### config.mk
export PLATFORM = sky130hd
export DESIGN_NAME = divider_signed_pipelined
export DESIGN_NICKNAME = d
export VERILOG_FILES = /design/src/rtl/divider_signed_pipelined.sv
export SDC_FILE = /design/constraint.sdc
export NUM_CORES = 2
export LEC_CHECK = 0
export ABC_CLOCK_PERIOD_IN_PS = 15620
export CAP_MARGIN = 20
export CORE_ASPECT_RATIO = 0.75
export CORE_MARGIN = 4
export CORE_UTILIZATION = 60
export CTS_BUF_LIST = sky130_fd_sc_hd__clkbuf_16
export CTS_CLUSTER_DIAMETER = 200
export DETAILED_ROUTE_END_ITERATION = 10
export DONT_BUFFER_PORTS = 1
export PLACE_DENSITY = 0.74
export SLEW_MARGIN = 20
export SYNTH_ARGS = -nofsm -noshare
export SYNTH_HDL_FRONTEND = slang
export SYNTH_SLANG_ARGS = --single-unit
### constraint.sdc
create_clock -name clk -period 15.62 [get_ports clk]
set_input_delay 1.562 -clock clk [delete_from_list [all_inputs] [get_ports clk]]
set_output_delay 1.562 -clock clk [all_outputs]
set_load 0.005 [all_outputs]
### src/rtl/divider_signed_pipelined.sv
// divider_signed_pipelined: restoring divider, BITS_PER_STAGE quotient bits per register stage,
// RISC-V DIV/DIVU/REM/REMU semantics with valid/tag sideband and global stall.
module divider_signed_pipelined #(
    parameter int WIDTH          = 32,
    parameter int BITS_PER_STAGE = 4,
    parameter int TAG_W          = 5
) (
    input  logic             clk,
    input  logic             rst_n,
    input  logic             stall,
    input  logic             i_valid,
    input  logic             i_signed,
    input  logic [WIDTH-1:0] i_dividend,
    input  logic [WIDTH-1:0] i_divisor,
    input  logic [TAG_W-1:0] i_tag,
    output logic             o_valid,
    output logic [WIDTH-1:0] o_quotient,
    output logic [WIDTH-1:0] o_remainder,
    output logic [TAG_W-1:0] o_tag,
    output logic             o_div_by_zero
);
    localparam int STAGES = WIDTH / BITS_PER_STAGE;
    localparam int L = STAGES - 1;

    logic [WIDTH-1:0] rem_q [STAGES];
    logic [WIDTH-1:0] dq_q  [STAGES];
    logic [WIDTH-1:0] dvs_q [STAGES];
    logic [TAG_W-1:0] tag_q [STAGES];
    logic [STAGES-1:0] nq_q, nr_q, dz_q, vld_q;

    logic neg_a, neg_b;
    logic [WIDTH-1:0] mag_a, mag_b;

    assign neg_a = i_signed & i_dividend[WIDTH-1];
    assign neg_b = i_signed & i_divisor[WIDTH-1];
    assign mag_a = neg_a ? -i_dividend : i_dividend;
    assign mag_b = neg_b ? -i_divisor : i_divisor;

    // dq holds the not-yet-consumed dividend bits on top and the quotient bits shifted in below
    function automatic logic [2*WIDTH-1:0] step(input logic [WIDTH-1:0] r0, d0, v);
        logic [WIDTH-1:0] r, d;
        logic [WIDTH:0] sh;
        logic ge;
        r = r0;
        d = d0;
        for (int i = 0; i < BITS_PER_STAGE; i++) begin
            sh = {r, d[WIDTH-1]};
            ge = sh >= {1'b0, v};
            r  = ge ? WIDTH'(sh - {1'b0, v}) : sh[WIDTH-1:0];
            d  = {d[WIDTH-2:0], ge};
        end
        return {r, d};
    endfunction

    always_ff @(posedge clk or negedge rst_n) begin
        if (!rst_n) begin
            for (int s = 0; s < STAGES; s++) begin
                rem_q[s] <= '0;
                dq_q[s]  <= '0;
                dvs_q[s] <= '0;
                tag_q[s] <= '0;
            end
            nq_q  <= '0;
            nr_q  <= '0;
            dz_q  <= '0;
            vld_q <= '0;
        end else if (!stall) begin
            {rem_q[0], dq_q[0]} <= step('0, mag_a, mag_b);
            dvs_q[0] <= mag_b;
            tag_q[0] <= i_tag;
            nq_q[0]  <= neg_a ^ neg_b;
            nr_q[0]  <= neg_a;
            dz_q[0]  <= i_divisor == '0;
            vld_q[0] <= i_valid;
            for (int s = 1; s < STAGES; s++) begin
                {rem_q[s], dq_q[s]} <= step(rem_q[s-1], dq_q[s-1], dvs_q[s-1]);
                dvs_q[s] <= dvs_q[s-1];
                tag_q[s] <= tag_q[s-1];
                nq_q[s]  <= nq_q[s-1];
                nr_q[s]  <= nr_q[s-1];
                dz_q[s]  <= dz_q[s-1];
                vld_q[s] <= vld_q[s-1];
            end
        end
    end

    // a zero divisor leaves |dividend| in the remainder, so the sign fix-up restores the dividend
    assign o_valid       = vld_q[L];
    assign o_tag         = tag_q[L];
    assign o_div_by_zero = dz_q[L];
    assign o_quotient    = dz_q[L] ? '1 : nq_q[L] ? -dq_q[L] : dq_q[L];
    assign o_remainder   = nr_q[L] ? -rem_q[L] : rem_q[L];
endmodule
==> summary.txt <==
Floorplanning
  – Core Rows: 123
  – Starting Density: 60.7%
  – Core footprint: 0.151 mm^2
  – Overall die width: 459 um
  – I/O pin count: 145
  – Die Ht: 346 um
  – Die footprint: 0.159 mm^2

Layout
  – Post-route cell area: 0.0969 mm^2
  – Final Non-Filler Cells: 13,200
  – Multi-input gate area: 0.0679 mm^2
  – Area delta synth->final: 5.86%
  – Most common cell after layout, fill and taps aside: nand2_1
  – # fillers: 13,100
  – Final net count: 12,200
  – Share of cells above drive strength 1: 9.07%
  – Most frequent cells in the layout: nand2_1 (1,156), ha_1 (998), a21oi_1 (987)
  – Register area: 0.0202 mm^2

Clocking
  – Clk sinks: 808
  – H-tree Lvls: 3
  – CTS buffer count: 87
  – Clk_lat worst skew: 0.74 ns
  – Root Buffer: clkbuf_16
  – Deepest clock path buffer count: 3
  – Clock slew at reported path FFs: 0.07 ns
  – CTS tree: built
  – Hold_buf cts: 0

Worst setup path
  – CP top delay family: compound AO/OA/AOI/OAI gates
  – Worst setup SP type: flip-flop
  – R2R cell count: 52
  – Req. time, crit path: 16.20 ns
  – RR Endpoint: rem_q[71]
  – Capture point of the worst path: rem_q[71]
  – Critical Path Stages: 52
  – CP max FO: 42
  – Max stage delay on crit path: 0.60 ns
  – Critical Path Start: dvs_q[97]
  – CP bufs+invs: 5
  – R2r setup slk: 0.77 ns
  – Worst EP arrival: 15.43 ns
  – Most common cell on crit path: o21a_1
  – Crit. End Element: flip-flop
  – Crit path max-delay cell type: nor3_1
  – Worst R2R Start: dvs_q[97]
  – Setup CP Type: flip-flop to flip-flop

Job
  – Number of max-cap violations: 0

GRT
  – First-pass GRT wire length: 469 mm
  – Gr ovfl total: 0
  – Vias in the first global route: 78,600
  – Global-route usage over all layers: 37.1%
  – Largest net degree at the start of global routing: 1,155
  – Initial antenna violation count: 10

Timing
  – Normalized max-slew margin: 18.6%
  – Clock skew: 0.0374 ns
  – Minimum clock period: 14.85 ns
  – Setup TNS: 0 ns
  – Pins over their slew limit: 0
  – Max Clk Rate: 67.3 MHz
  – Final Cycle Share: 95.1%
  – Final worst setup slack: 0.769 ns
  – Final Hold Vio Count: 0
  – Final setup viols: 0
  – Worst-Margin Slew: 1.21 ns

Logic synthesis
  – Mean Syn Cell Area: 8.10 um^2
  – Netlist cell types: 95
  – Cells after Synth: 11,300
  – Synth warnings: 0
  – Mapped Nets: 12,400
  – Post-synth ARST share: 100%
  – Post-synth EDFFs: 0
  – Main flop type after synthesis: dfrtp_1
  – #FFs+latches synth: 808
  – Mapped cell area: 0.0915 mm^2
  – Share of synthesized area occupied by flip-flops and latches: 22.1%

Run status
  – Status: finished clean

Place
  – Final Wtd Congestion: 1.02
  – Placed Cells: 13,000
  – Post-Place Setup Slack: 0.522 ns
  – Port Buffers: 0
  – Post-DP Area: 0.0934 mm^2
  – Hpwl dp: 243 mm

Routing
  – Routed wire per std cell: 23.4 um
  – Drt pass-1 iters: 8
  – Detailed-route vias per instance: 6.63
  – Drt total wl: 308 mm
  – Initial DRC Count: 10,800
  – # DRC: 0
  – DR vias: 87,400
  – Antenna Nets Post-Route: 0

Worst hold path
  – Hold Crit Depth: 2
  – Hold WC Path Type: flip-flop to flip-flop
[cells in the mapped netlist, drive strengths merged, types with 20 or more instances]
master | instances | area share, %
a31o | 48 | 0.46
xor2 | 320 | 3.1
a21boi | 37 | 0.30
inv | 574 | 2.4
or4 | 32 | 0.27
nor3b | 23 | 0.19
a2111oi | 23 | 0.23
o21a | 152 | 1.2
ha | 998 | 14
mux2 | 603 | 7.4
o21ai | 925 | 5.1
o311ai | 118 | 1.1
a41oi | 20 | 0.19
nor3 | 183 | 1.0
a21oi | 990 | 5.4
clkbuf | 347 | 1.4
nand4 | 154 | 1.1
o31a | 34 | 0.33
mux2i | 166 | 1.8
nor2b | 144 | 0.98
a221oi | 23 | 0.23
a31oi | 98 | 0.67
or2 | 46 | 0.31
and4 | 29 | 0.28
xnor2 | 600 | 5.7
and2 | 60 | 0.41
nand2b | 159 | 1.1
dfrtp | 808 | 22
o21bai | 122 | 1.0
nor4 | 69 | 0.52
nand3 | 295 | 1.6
nor2 | 687 | 2.8
o31ai | 93 | 0.78
or3 | 67 | 0.46
nand2 | 1157 | 4.7
a211o | 28 | 0.27
o211ai | 55 | 0.46
a211oi | 92 | 0.75
buf | 56 | 0.31
a21o | 481 | 3.9
o41ai | 26 | 0.26
and3 | 83 | 0.57
fa | 31 | 0.68
[metal layers]
metal,up-vias,track usage (%),wire [um]
met5,-,0,45
met1,42000,58.7,147000
met2,4039,48.4,116000
li1,41000,-,-
met4,6,8.46,7300
met3,345,10.7,37500
[flip-flops by register name, indices dropped and copies added, names as in the netlist]
| name | count |
|---|---|
| dq_q | 256 |
| dvs_q | 224 |
| dz_q | 8 |
| nq_q | 8 |
| nr_q | 8 |
| o_tag | 5 |
| rem_q | 256 |
| tag_q | 35 |
| vld_q | 8 |
[worst min-delay path by stage]
stage / start / slack, ns / end
floorplan: dz_q[0] / 0.44 / dz_q[0]
global placement: dvs_q[163] / 0.46 / dvs_q[163]
detailed placement: dq_q[161] / 0.47 / dq_q[161]
CTS: dvs_q[171] / 0.48 / dvs_q[171]
global route: rst_n / 0.49 / dq_q[16]
finish: dvs_q[109] / 0.48 / dvs_q[109]
[tightest hold or removal path, stage by stage (launching register included)]
cell	delay (ns)
dfrtp_1	0.34
nand2_1	0.04
o21ai_0	0.06
[cell type report]
class                   instances  share of cell area, %
diodes                          8                 0.0207
clock buffers                  87                   2.25
inverters                     574                   2.24
repair buffers                115                   1.21
clock inverters                73                  0.774
multi-input cells            9516                   70.1
flip-flops and latches        808                   20.9
well taps                    2000                   2.58
[metrics by stage]
step	hold slack [ns]	utilization, %
6_report	0.479	64.2
5_1_grt	0.490	64.2
4_1_cts	0.484	63.9
3_5_place_dp	0.469	61.9
3_3_place_gp	0.461	61.9
2_1_floorplan	0.443	-
[repair_timing]
action | 4_1_cts | 5_1_grt
setup endpoints to repair | 0 | 198
resized for setup | 0 | 37
setup buffers | 0 | 8
[logic make-up after synthesis]
group | Yosys count | share of synthesized area, %
compound gates | 3567 | 24.7
simple gates | 3229 | 16.7
fa+ha+maj | 1029 | 14.3
buf+inv | 977 | 4.08
xor+xnor | 920 | 8.80
flops | 808 | 22.1
mux | 769 | 9.24
Power is left out: the tool's default activity adds up to more than one toggle a clock period on the data nets, which glitch-free logic cannot reach.
